## src/rtl/step_dir_receiver.sv

```systemverilog
// Step/direction receiver: synchronizes and glitch-filters an external step/dir pair, then
// tracks a signed position, the interval between accepted steps and a stall indication.
module step_dir_receiver #(
  parameter int unsigned POS_BITS      = 64,
  parameter int unsigned PERIOD_BITS   = 32,
  parameter int unsigned FILTER_CYCLES = 2
) (
  input  logic                   CLK,
  input  logic                   reset,
  input  logic                   step_in,
  input  logic                   dir_in,
  input  logic                   enable,
  input  logic                   load_pos,
  input  logic [POS_BITS-1:0]    load_value,
  output logic [POS_BITS-1:0]    position,
  output logic                   step_seen,
  output logic                   step_dir,
  output logic [PERIOD_BITS-1:0] period,
  output logic                   period_valid,
  output logic                   stalled
);

  localparam logic [7:0]             FiltCount = 8'(FILTER_CYCLES);
  localparam logic [PERIOD_BITS-1:0] TimerMax  = '1;

  typedef enum logic [1:0] {StArmed, StQual, StRelease} state_e;

  state_e                 state_q, state_d;
  logic [7:0]             qcount_q, qcount_d;
  logic                   step_meta_q, step_sync_q;
  logic                   dir_meta_q, dir_sync_q;
  logic                   enable_q;
  logic                   first_step_q, first_step_d;
  logic [PERIOD_BITS-1:0] timer_q, timer_d;
  logic [PERIOD_BITS-1:0] period_q, period_d;
  logic                   period_valid_q, period_valid_d;
  logic                   step_seen_q, step_seen_d;
  logic                   step_dir_q, step_dir_d;
  logic [POS_BITS-1:0]    position_q, position_d;

  logic accept;
  logic en_accept;
  logic first_eff;

  // Filter: a step is accepted on the edge that sees the FILTER_CYCLES-th consecutive high sample.
  always_comb begin
    state_d  = state_q;
    qcount_d = qcount_q;
    accept   = 1'b0;
    unique case (state_q)
      StArmed: begin
        if (step_sync_q) begin
          if (FiltCount == 8'd1) begin
            accept  = 1'b1;
            state_d = StRelease;
          end else begin
            state_d  = StQual;
            qcount_d = 8'd1;
          end
        end
      end
      StQual: begin
        if (!step_sync_q) begin
          state_d = StArmed;
        end else if (qcount_q + 8'd1 == FiltCount) begin
          accept  = 1'b1;
          state_d = StRelease;
        end else begin
          qcount_d = qcount_q + 8'd1;
        end
      end
      StRelease: begin
        if (!step_sync_q) state_d = StArmed;
      end
      default: state_d = StArmed;
    endcase
  end

  // An enable rising edge counts as a fresh start even if it coincides with an accept.
  assign en_accept = accept & enable;
  assign first_eff = first_step_q | (enable & ~enable_q);

  always_comb begin
    step_seen_d    = en_accept;
    period_valid_d = en_accept & ~first_eff;
    step_dir_d     = en_accept ? dir_sync_q : step_dir_q;
    period_d       = (en_accept && !first_eff) ? timer_q : period_q;
    first_step_d   = en_accept ? 1'b0 : first_eff;

    if (en_accept) begin
      timer_d = PERIOD_BITS'(1);
    end else if (timer_q == TimerMax) begin
      timer_d = timer_q;
    end else begin
      timer_d = timer_q + PERIOD_BITS'(1);
    end

    if (load_pos) begin
      position_d = load_value;
    end else if (en_accept) begin
      position_d = dir_sync_q ? position_q + POS_BITS'(1) : position_q - POS_BITS'(1);
    end else begin
      position_d = position_q;
    end
  end

  always_ff @(posedge CLK or posedge reset) begin
    if (reset) begin
      state_q        <= StArmed;
      qcount_q       <= 8'd0;
      step_meta_q    <= 1'b0;
      step_sync_q    <= 1'b0;
      dir_meta_q     <= 1'b0;
      dir_sync_q     <= 1'b0;
      enable_q       <= 1'b0;
      first_step_q   <= 1'b1;
      timer_q        <= '0;
      period_q       <= '0;
      period_valid_q <= 1'b0;
      step_seen_q    <= 1'b0;
      step_dir_q     <= 1'b0;
      position_q     <= '0;
    end else begin
      state_q        <= state_d;
      qcount_q       <= qcount_d;
      step_meta_q    <= step_in;
      step_sync_q    <= step_meta_q;
      dir_meta_q     <= dir_in;
      dir_sync_q     <= dir_meta_q;
      enable_q       <= enable;
      first_step_q   <= first_step_d;
      timer_q        <= timer_d;
      period_q       <= period_d;
      period_valid_q <= period_valid_d;
      step_seen_q    <= step_seen_d;
      step_dir_q     <= step_dir_d;
      position_q     <= position_d;
    end
  end

  assign position     = position_q;
  assign step_seen    = step_seen_q;
  assign step_dir     = step_dir_q;
  assign period       = period_q;
  assign period_valid = period_valid_q;
  assign stalled      = (timer_q == TimerMax);

endmodule
```

## config.mk

```make
export PLATFORM = sky130hd
export DESIGN_NAME = step_dir_receiver
export DESIGN_NICKNAME = d
export VERILOG_FILES = /design/src/rtl/step_dir_receiver.sv
export SDC_FILE = /design/constraint.sdc
export NUM_CORES = 1
export LEC_CHECK = 0
export CAP_MARGIN = 25
export CORE_UTILIZATION = 60
export CTS_BUF_LIST = sky130_fd_sc_hd__clkbuf_4 sky130_fd_sc_hd__clkbuf_8
export CTS_CLUSTER_DIAMETER = 80
export CTS_CLUSTER_SIZE = 14
export DETAILED_ROUTE_END_ITERATION = 16
export DONT_BUFFER_PORTS = 1
export HOLD_SLACK_MARGIN = 0.08
export PLACE_DENSITY = 0.79
export RECOVER_POWER = 50
export SLEW_MARGIN = 30
export SYNTH_ARGS = -nofsm -noshare
export SYNTH_HDL_FRONTEND = slang
export SYNTH_SLANG_ARGS = --single-unit
```

## constraint.sdc

```tcl
create_clock -name CLK -period 6.5 [get_ports CLK]
set_input_delay 1.95 -clock CLK [delete_from_list [all_inputs] [get_ports CLK]]
set_output_delay 1.95 -clock CLK [all_outputs]
set_load 0.05 [all_outputs]
```

# Word-level counts from Yosys, hierarchy flattened
# Cells that the tools add are included.
# classes
addsub	4
n_eq_ne	10
mux	18
bitwise	6
n_reduce_logical	7
# ops
operator	n
$mux 64	3
$add 64x1->64 const B	1
$mux 32	2
$sub 64x1->64 const B	1
$add 32x1->32 const B	1
$eq 32x32->1 const B	1
$mux 8	3
$pmux 8 s2	1
$add 8x1->8 const B	1
$eq 8x2->1 const B	1
$mux 2	4
$ne 2x2->1 const B	4
$pmux 2 s3	1
$mux 1	4
$reduce_and 4->1	1
$reduce_bool 2->1	2
$and 1x1->1	3
$ne 3x3->1 const B	1
$reduce_and 3->1	1
$eq 2x1->1 const B	1
$eq 2x2->1 const B	1
$logic_not 2->1	1
$ne 2x1->1 const B	1
$not 1->1	2
other kinds (3)	3
# word_totals
register_bits	147
in_bits	70
output_inout_bits	100
elab_cells	59

# Depth between registers and ports, before layout
# Gate-level depths: netlist of the first run.
# depth
ltp_word	8
depth_mapped	14
mapped_depth_nobuf	13

# Worst setup path before layout of the first run
# Ideal clock, no wire load.
# synth_path
path_kind	reg2out
from	register timer_q[4]
to	output port stalled
t_arrival_ns	2.722
t_required_ns	4.550
slack_ns	1.828
stages_incl_launch_ff	6
path_buffers	0
cell_sequence	dfrtp_1 and4_1 nand4_1 nor3_1 nand2_1 nor4_1
# synth_between
elab_chain_cells	1
# synth_rtl
element	line_no	source
from (decl)	34	logic [PERIOD_BITS-1:0] timer_q, timer_d;
from (signal assigned)	132	timer_q <= timer_d;
$eq 32x32->1	146	assign stalled = (timer_q == TimerMax);
to (decl)	20	output logic stalled
# No other way between the ends.

# Worst setup path after layout of the first run
# layout_path
from	register qcount_q[0]
to	register position_q[28] (netlist: position[28])
# layout_between
elab_chain_cells	7
# layout_rtl
element	line_no	source
from (decl)	29	logic [7:0] qcount_q, qcount_d;
from (signal assigned)	125	qcount_q <= qcount_d;
$add 8x1->8	65	end else if (qcount_q + 8'd1 == FiltCount) begin
$eq 8x2->1	65	
$mux 1	65	
$mux 1	63	if (!step_sync_q) begin
$mux 1	50	unique case (state_q)
$and 1x1->1	80	assign en_accept = accept & enable;
$reduce_bool 2->1 (no line)	n/a	
to (signal assigned)	137	position_q <= position_d;
to (decl)	39	logic [POS_BITS-1:0] position_q, position_d;
# No other way between the ends.
# A chain may end at the register's enable or synchronous reset.

==> results of run 1 <==
[synth_stat cells, drive strengths merged, types with 3 or more instances]
master | number | area [µm²]
a211o | 6 | 52.6
a211oi | 6 | 45.0
a21boi | 4 | 30.0
a21o | 27 | 204
a21oi | 122 | 614
a221o | 3 | 30.0
a221oi | 4 | 35.0
a311oi | 3 | 26.3
a31oi | 14 | 87.6
and2 | 6 | 40.0
and3 | 14 | 90.1
and4 | 5 | 43.8
buf | 14 | 105
clkbuf | 39 | 148
dfrtp | 146 | 3650
ha | 65 | 813
inv | 33 | 124
mux2 | 8 | 90.1
mux2i | 10 | 100
nand2 | 231 | 867
nand2b | 7 | 43.8
nand3 | 30 | 150
nand4 | 25 | 156
nor2 | 99 | 372
nor2b | 11 | 68.8
nor3 | 14 | 70.1
nor3b | 8 | 60.1
nor4 | 6 | 37.5
o21a | 7 | 52.6
o21ai | 106 | 531
o21bai | 7 | 52.6
o221ai | 7 | 61.3
o22ai | 3 | 18.8
o31ai | 3 | 22.5
or3 | 7 | 48.8
or4 | 3 | 23.8
xnor2 | 37 | 324
xor2 | 50 | 438
[worst paths after layout]
check	start	end	slack [ns]	cells past startpoint
setup / recovery	qcount_q[0]$_DFFE_PP0P_	position[28]$_DFFE_PP0P_	1.75	12
hold / removal	dir_meta_q$_DFF_PP0_	dir_sync_q$_DFF_PP0_	0.36	0
setup reg to reg	qcount_q[0]$_DFFE_PP0P_	position[28]$_DFFE_PP0P_	1.75	12
hold reg to reg	dir_meta_q$_DFF_PP0_	dir_sync_q$_DFF_PP0_	0.36	0
max in group asynchronous	reset	position[3]$_DFFE_PP0P_	2.21	2
min in group asynchronous	reset	period[15]$_DFFE_PP0P_	1.42	1
[cells by family (layout without fill, tap and decap cells)]
logic type | after synthesis | in the layout | share of synthesized area, %
muxes | 18 | 18 | 1.91
buffers and inverters | 88 | 71 | 3.98
AOI/OAI and AO/OA | 335 | 335 | 20.2
and+or+nand+nor | 469 | 469 | 21.0
DFF | 147 | 147 | 36.9
adders and majority gates | 66 | 66 | 8.36
xor gates and xnor gates | 87 | 87 | 7.65
[power by group through the flow]
| stage | Clock, mW | Combinational (mW) | Sequential (mW) |
|---|---|---|---|
| 2_1_floorplan | 0 | 1.02 | 1.86 |
| 3_3_place_gp | 0 | 1.20 | 1.94 |
| 3_5_place_dp | 0 | 1.23 | 1.94 |
| 4_1_cts | 0.739 | 1.23 | 1.92 |
| 5_1_grt | 0.771 | 1.39 | 1.96 |
| 6_report | 0.724 | 1.24 | 1.93 |
[worst max-delay path: stages, from the launching register on]
cell	delay [ns]
dfrtp_1	0.46
ha_1	0.28
and3_1	0.22
a211o_1	0.31
nand2_1	0.06
a31oi_1	0.09
nor3_1	0.39
nand3_4	0.11
inv_1	0.53
clkbuf_1	1.65
nor3b_1	0.09
a21oi_1	0.29
o21ai_0	0.13
[state kept, by name, indices dropped and copies added, names as in the netlist]
register      count
timer_q          32
dir_sync_q        1
period           32
dir_meta_q        1
step_meta_q       1
period_valid      1
step_sync_q       1
enable_q          1
first_step_q      1
step_dir          1
qcount_q          8
position         64
state_q           2
step_seen         1
[per-stage QoR]
stage          power [mW]  setup slack, ns  area (µm²)  util [%]  cells
4_1_cts              3.90             2.00       10400      64.9   1409
3_3_place_gp         3.14             2.30       10000      62.5   1377
2_1_floorplan        2.88            0.600        9960         -   1210
6_report             3.89             1.75       10400      64.9   1409
5_1_grt              4.13             1.44       10400      64.9   1409
3_5_place_dp         3.17             2.22       10000      62.5   1377
[layout make-up]
cell class	count	area share (%)
clock buffer	17	2.25
timing repair buffer	6	0.324
multi-input combinational	975	56.7
sequential	147	35.3
tap	216	2.59
inverter	33	1.26
clock inverter	15	1.54
[routing by layer]
layer / vias to the layer above / GRT usage (%) / share of wire (%)
met2: 271 / 46.7 / 47
met4: 2 / 11.4 / 2.5
met1: 3978 / 36.4 / 45
met3: 47 / 7.33 / 6.3
li1: 4226 / - / -
met5: - / 0 / 0.054
==> flow_metrics.tcl, run 1 <==
set metrics [dict create \
    ys.flop_type "dfrtp_1" \
    htreeDepth 4 \
    postCtsSetupRepairBufs 0 \
    cts_root_buffer "clkbuf_8" \
    place_congestion 0.947 \
    antenna_found_initial 1 \
    area_growth_pct 4.53 \
    ant_nets 0 \
    p_leak_nw 4.77 \
    layout.filler_cells 1413 \
    tritoncts "yes" \
    seqCellArea_um2 3680 \
    drc_errors 0 \
    cts.repair.resized 0 \
    netlist_instances 1210 \
    grtUsageTotal_pct 28.7 \
    via_per_inst 6.05 \
    startpoint_type "flop" \
    hold_class "flop to flop" \
    drt_pass1_iterations 5 \
    cp_data_required_time_ns 6.81 \
    cts_hold_buf 0 \
    setup_violations 0 \
    initial_utilization_pct 62.1 \
    die_area_um2 17100 \
    ys.warnings.count 0 \
    die_w_um 131 \
    wl_per_cell_um 17.1 \
    cts_buffer_depth 2 \
    synth.avg_cell_area_um2 8.24 \
    final_hold_viol_count 0 \
    arrival_ns 5.06 \
    die_h_um 131 \
    cts_sinks 147 \
    p_sw_share_pct 49.0 \
    pwr-share-comb_pct 31.8 \
    synth-async-reset-ratio_pct 100 \
    tightest_slew_ns 2.58 \
    grt_pass1_wl_um 38500 \
    clkPwrFrac_pct 18.6 \
    cts_made_buffers 17 \
    peakVddDrop_mv 0.286 \
    mostFrequentLayoutCells "nand2_1, dfrtp_1, a21oi_1" \
    hpwl_um 17600 \
    skew_ns 0.0149 \
    yosysSeqAreaShare_pct 36.9 \
    powerDensity_nw_per_um2 373 \
    grt_start_max_net_pins 122 \
    seq_power_share_pct 49.6 \
    drt-initial-drc-count 573 \
    layout_commonest_cell "nand2_1" \
    drv_cap 3 \
    p_int_mw 1.98 \
    routed_wl_um 24100 \
    ioPinCount 170 \
    io_buffer_count 0 \
    clk_pin_slew_worst_paths_ns 0.08 \
    grt_pass1_vias 7894 \
    end_kind "flop" \
    violations "max-capacitance violations, max-slew violations" \
    synth_edf_count 0 \
    worstSetupPathType "flop to flop" \
    syn_nets 1346 \
    fin_setup_tns_ns 0 \
    min_period_ns 4.75 \
    cp_max_fo 41 \
    multi_input_area_um2 5910 \
    routed-via-count 8524 \
    slew_headroom_pct -72.2 \
    rsz0062_at_grt "no" \
    period_share_pct 73.0 \
    rows 46 \
    netlist-cell-type-count 69 \
    p_sw_mw 1.91 \
    overflow 0 \
    coreArea_um2 16100 \
    netlist_area_um2 9960 \
    fmaxAchievable_mhz 211 \
    clkLatencyLatePin_ns 0.46 \
    drv_slew 131 \
    yosys_register_bits 147 \
    status "complete, but fails checks" \
    nNetsFinal 1316 \
    drive_gt1_share_pct 5.11 \
    holdWs_ns 0.358 \
    antennaDiodeCount 0 \
]
Power figures use the tool's default switching activity.
==> inputs of run 2 (changes only) <==
==> constraint.sdc (replaced) <==
create_clock -name CLK -period 4.9 [get_ports CLK]
set_input_delay 1.47 -clock CLK [delete_from_list [all_inputs] [get_ports CLK]]
set_output_delay 1.47 -clock CLK [all_outputs]
set_load 0.05 [all_outputs]
==> run 2 against run 1 <==
  * The flow still finishes with violations (max-capacitance violations, max-slew violations)
  * Maximum frequency up 11%
  * Worst setup slack worse by 1.1 ns
  * Die area unchanged
  * Critical path type unchanged
  * Clock skew down 0.00052 ns
  * Sequential power up 33%
  * Largest power group unchanged
==> flow_metrics.tcl, run 2 (same netlist as run 1, synthesis figures left out) <==
set metrics [dict create \
    cts_root_buffer "clkbuf_8" \
    min_period_ns 4.29 \
    peakVddDrop_mv 0.328 \
    hpwl_um 17600 \
    drc_errors 0 \
    routed-via-count 8535 \
    violations "max-capacitance violations, max-slew violations" \
    final_hold_viol_count 0 \
    clkLatencyLatePin_ns 0.46 \
    wl_per_cell_um 17.0 \
    p_leak_nw 4.78 \
    status "complete, but fails checks" \
    drive_gt1_share_pct 5.36 \
    slew_headroom_pct -51.7 \
    coreArea_um2 16100 \
    cp_max_fo 39 \
    powerDensity_nw_per_um2 498 \
    tritoncts "yes" \
    drt_pass1_iterations 5 \
    cts_buffer_depth 2 \
    fin_setup_tns_ns 0 \
    postCtsSetupRepairBufs 0 \
    layout_commonest_cell "nand2_1" \
    largest_reg_flops 64 \
    cts_made_buffers 17 \
    fin_ws_ns 0.608 \
    end_kind "flop" \
    routed_wl_um 24000 \
    place_ws_ns 0.710 \
    grt.met1_usage_pct 36.1 \
    cts_hold_buf 0 \
    rows 46 \
    grt_most_used_layer "met2" \
    die_area_um2 17100 \
    htreeDepth 4 \
    io_buffer_count 0 \
    grt.met3_usage_pct 6.80 \
    ant_nets 0 \
    skew_ns 0.0143 \
    mostFrequentLayoutCells "nand2_1, dfrtp_1, a21oi_1" \
    groute.layer.met2.usage_pct 47.6 \
    die_w_um 131 \
    fmaxAchievable_mhz 233 \
    tightest_slew_ns 2.28 \
    via_per_inst 6.05 \
    ioPinCount 170 \
    drv_slew 125 \
    cts.repair.resized 0 \
    power_mw 5.20 \
    arrival_ns 4.65 \
    rsz0062_at_grt "no" \
    grt_pass1_wl_um 38600 \
    clk_pin_slew_worst_paths_ns 0.08 \
    cts_sinks 147 \
    worstSetupPathType "flop to flop" \
    finish.utilization_pct 65.0 \
    place_congestion 0.949 \
    grt_pass1_vias 7976 \
    period_share_pct 87.6 \
    area_growth_pct 4.82 \
    die_h_um 131 \
    nNetsFinal 1317 \
    grtUsageTotal_pct 28.7 \
    setup_violations 0 \
    drv_cap 2 \
    overflow 0 \
    cp_data_required_time_ns 5.25 \
    antenna_found_initial 2 \
    drt-initial-drc-count 657 \
    initial_utilization_pct 62.1 \
    hold_class "flop to flop" \
    grt_start_max_net_pins 122 \
    startpoint_type "flop" \
]
## run 2: cell count changes in the layout (fill, tap and decap cells not counted), moves of 2 or more
cell,change
inv_6,-5
clkinv_4,+3
clkbuf_1,-2
buf_4,+2
bufinv_16,+2
inv_8,-2
## run 2: worst max-delay path: stages (launching register included)
cell and delay, ns:
dfrtp_1 0.46, inv_2 0.59, ha_1 0.38, nand4_1 0.19, or4_1 0.55, or4_1 0.43
a21oi_2 0.14, or3_4 0.17, a21oi_1 0.12, o21ai_1 0.33, a41o_1 0.34, a31oi_1 0.13
xor2_1 0.16, o221ai_1 0.19
## run 2: layer usage
metal | part of all wire (%) | wire length (µm) | vias up
met4 | 2.8 | 660 | 2
met5 | 0.050 | 12 | -
met1 | 44 | 10500 | 4000
met3 | 6.0 | 1430 | 46
li1 | - | - | 4221
met2 | 47 | 11400 | 266
## run 2: path summary, 6_finish.rpt
check | slack [ns] | depth (start not counted) | to | start
max in group asynchronous | 1.13 | 2 | position[42]$_DFFE_PP0P_ | reset
min in group asynchronous | 1.12 | 1 | timer_q[14]$_DFFE_PP0P_ | reset
min reg2reg | 0.35 | 0 | dir_sync_q$_DFF_PP0_ | dir_meta_q$_DFF_PP0_
max reg2reg | 0.61 | 13 | position[61]$_DFFE_PP0P_ | dir_sync_q$_DFF_PP0_
max | 0.61 | 13 | position[61]$_DFFE_PP0P_ | dir_sync_q$_DFF_PP0_
min | 0.35 | 0 | dir_sync_q$_DFF_PP0_ | dir_meta_q$_DFF_PP0_
## run 2: cell type report
cell class	instances	area, µm²
Multi-Input combinational cell	975	5910
Clock buffer	17	234
Antenna cell	1	2.50
Tap cell	216	270
Clock inverter	14	180
Timing Repair Buffer	7	46.3
Sequential cell	147	3680
Fill cell	1361	5610
Inverter	33	125
## run 2: stage by stage
step                      std cells  hold slack [ns]  cell area [µm²]
after floorplan                1210            0.331             9970
after global placement         1378            0.335            10000
after detailed placement       1378            0.339            10000
after CTS                      1409            0.357            10500
after global routing           1410            0.375            10400
final                          1410            0.355            10400
## run 2: power by group
| part | total [mW] | switching, mW | internal [mW] |
|---|---|---|---|
| Combinational | 1.64 | 0.962 | 0.675 |
| Clock | 1.00 | 0.496 | 0.508 |
| Sequential | 2.56 | 1.03 | 1.53 |
| Total | 5.20 | 2.49 | 2.71 |
==> inputs of run 3 (changes only) <==
--- a/config.mk
+++ b/config.mk
@@ -6,12 +6,14 @@
 export NUM_CORES = 1
 export LEC_CHECK = 0
 export CAP_MARGIN = 25
+export CORE_MARGIN = 4
 export CORE_UTILIZATION = 60
 export CTS_BUF_LIST = sky130_fd_sc_hd__clkbuf_4 sky130_fd_sc_hd__clkbuf_8
 export CTS_CLUSTER_DIAMETER = 80
 export CTS_CLUSTER_SIZE = 14
 export DETAILED_ROUTE_END_ITERATION = 16
 export DONT_BUFFER_PORTS = 1
+export GPL_ROUTABILITY_DRIVEN = 1
 export HOLD_SLACK_MARGIN = 0.08
 export PLACE_DENSITY = 0.79
 export RECOVER_POWER = 50
==> run 3 against run 2 <==
  * The flow still finishes with violations (max-capacitance violations, max-slew violations)
  * Clock power hardly changed
  * Cell area barely moved
  * Maximum frequency grew 1.8%
  * Sequential power hardly changed
  * Combinational power is essentially flat
  * Power fell by 0.25%
  * Via count grew 0.66%
  * Global-route usage down 2.4 points
  * Clock skew fell by 0.0038 ns
  * Cell count grew 0.14%
  * Worst setup slack better by 0.074 ns
  * Flip-flop and latch count unchanged
  * Largest cell class unchanged
  * Highest routed layer is now met4
==> flow_metrics.tcl, run 3 (same netlist as run 1, synthesis figures left out) <==
set metrics [dict create \
    final_area_um2 10400 \
    rrSetupSlack_ns 0.68 \
    fin_cells 1412 \
    power_mw 5.18 \
    htreeDepth 4 \
    drv_slew 128 \
    place_area_um2 10100 \
    mostFrequentLayoutCells "nand2_1, dfrtp_1, a21oi_1" \
    cts_sinks 147 \
    p_leak_nw 4.78 \
    routed_wl_um 24800 \
    cp_max_fo 39 \
    cts_made_buffers 17 \
    setup_violations 0 \
    grt_pass1_wl_um 39800 \
    cts_buffer_depth 2 \
    slew_headroom_pct -44.7 \
    io_buffer_count 0 \
    violations "max-capacitance violations, max-slew violations" \
    powerDensity_nw_per_um2 497 \
    antenna_found_initial 1 \
    wl_per_cell_um 17.6 \
    layout.filler_cells 1386 \
    drt_pass1_iterations 7 \
    coreArea_um2 16100 \
    worstSetupPathType "flop to flop" \
    cts.repair.resized 0 \
    worstHoldStart "step_meta_q$_DFF_PP0_" \
    drv_cap 2 \
    skew_ns 0.0105 \
    hpwl_um 18100 \
    clk_pin_slew_worst_paths_ns 0.08 \
    cts_hold_buf 0 \
    holdPathStages 0 \
    min_period_ns 4.22 \
    period_share_pct 86.1 \
    place_congestion 0.994 \
    clkLatencyLatePin_ns 0.46 \
    nNetsFinal 1318 \
    final_hold_viol_count 0 \
    reg2reg_from "dir_sync_q$_DFF_PP0_" \
    tritoncts "yes" \
    place_inst 1379 \
    tightest_slew_ns 2.17 \
    grtUsageTotal_pct 26.3 \
    hold_class "flop to flop" \
    peakVddDrop_mv 0.463 \
    via_per_inst 6.08 \
    postCtsSetupRepairBufs 0 \
    arrival_ns 4.53 \
    ioPinCount 170 \
    rows 46 \
    grt_pass1_vias 8030 \
    end_kind "flop" \
    rr_endpoint "position[61]$_DFFE_PP0P_" \
    grt_start_max_net_pins 122 \
    die_area_um2 18700 \
    rsz0062_at_grt "no" \
    drive_gt1_share_pct 5.44 \
    fin_setup_tns_ns 0 \
    routed-via-count 8591 \
    area_growth_pct 4.73 \
    layout_commonest_cell "nand2_1" \
    status "complete, but fails checks" \
    cp_data_required_time_ns 5.21 \
    initial_utilization_pct 62.1 \
    die_h_um 137 \
    largest_reg_flops 64 \
    drc_errors 0 \
    cts_root_buffer "clkbuf_8" \
    die_w_um 137 \
    drt-initial-drc-count 634 \
    fmaxAchievable_mhz 237 \
    overflow 0 \
    ant_nets 0 \
    hold_end "step_sync_q$_DFF_PP0_" \
    r2r_cells 13 \
    startpoint_type "flop" \
]
run 3: report_power, final:
group,switching [mW],total (mW),internal (mW)
registers,1.03,2.55,1.53
clock network,0.496,0.990,0.494
logic,0.964,1.64,0.677
run 3: worst max path at each step:
stage / cells after the start / end / startpoint
after floorplan: 14 / position[63]$_DFFE_PP0P_ / dir_sync_q$_DFF_PP0_
after global placement: 13 / position[61]$_DFFE_PP0P_ / dir_sync_q$_DFF_PP0_
after detailed placement: 13 / position[61]$_DFFE_PP0P_ / dir_sync_q$_DFF_PP0_
after CTS: 13 / position[61]$_DFFE_PP0P_ / dir_sync_q$_DFF_PP0_
after global routing: 13 / position[57]$_DFFE_PP0P_ / dir_sync_q$_DFF_PP0_
final: 13 / position[61]$_DFFE_PP0P_ / dir_sync_q$_DFF_PP0_
run 3: area by class of cell:
class	instances	area, µm²	area share (%)
timing repair buffer	8	50.0	0.480
clock buffer	21	277	2.65
clock inverter	11	125	1.20
inverter	33	125	1.20
tap	216	270	2.59
antenna	1	2.50	0.0240
multi-input combinational	975	5910	56.6
sequential	147	3680	35.3
run 3: through the flow:
step                      utilization (%)  hold WS (ns)  setup slack [ns]
after global placement               62.6         0.341             0.826
final                                65.0         0.397             0.682
after global routing                 65.0         0.399             0.427
after detailed placement             62.6         0.370             0.717
after CTS                            65.1         0.392             0.688
after floorplan                         -         0.331             0.648
run 3: critical path, cell delays in order (launching register included):
cell      delay [ns]
dfrtp_1         0.46
inv_2           0.57
ha_1            0.38
nand4_1         0.18
or4_1           0.56
or4_1           0.43
a21oi_2         0.15
or3_4           0.17
a21oi_1         0.11
o21ai_1         0.31
a41o_1          0.32
a31oi_1         0.13
xor2_1          0.16
o221ai_1        0.13
run 3: routing by layer:
| layer | vias up | global-route usage, % | share of wire (%) | routed length, µm |
|---|---|---|---|---|
| met4 | 0 | 9.59 | 2.6 | 645 |
| met5 | - | 0 | 0 | 0 |
| met3 | 45 | 6.40 | 7.0 | 1750 |
| met2 | 276 | 43.4 | 47 | 11700 |
| met1 | 4054 | 33.7 | 43 | 10700 |
| li1 | 4216 | - | - | - |
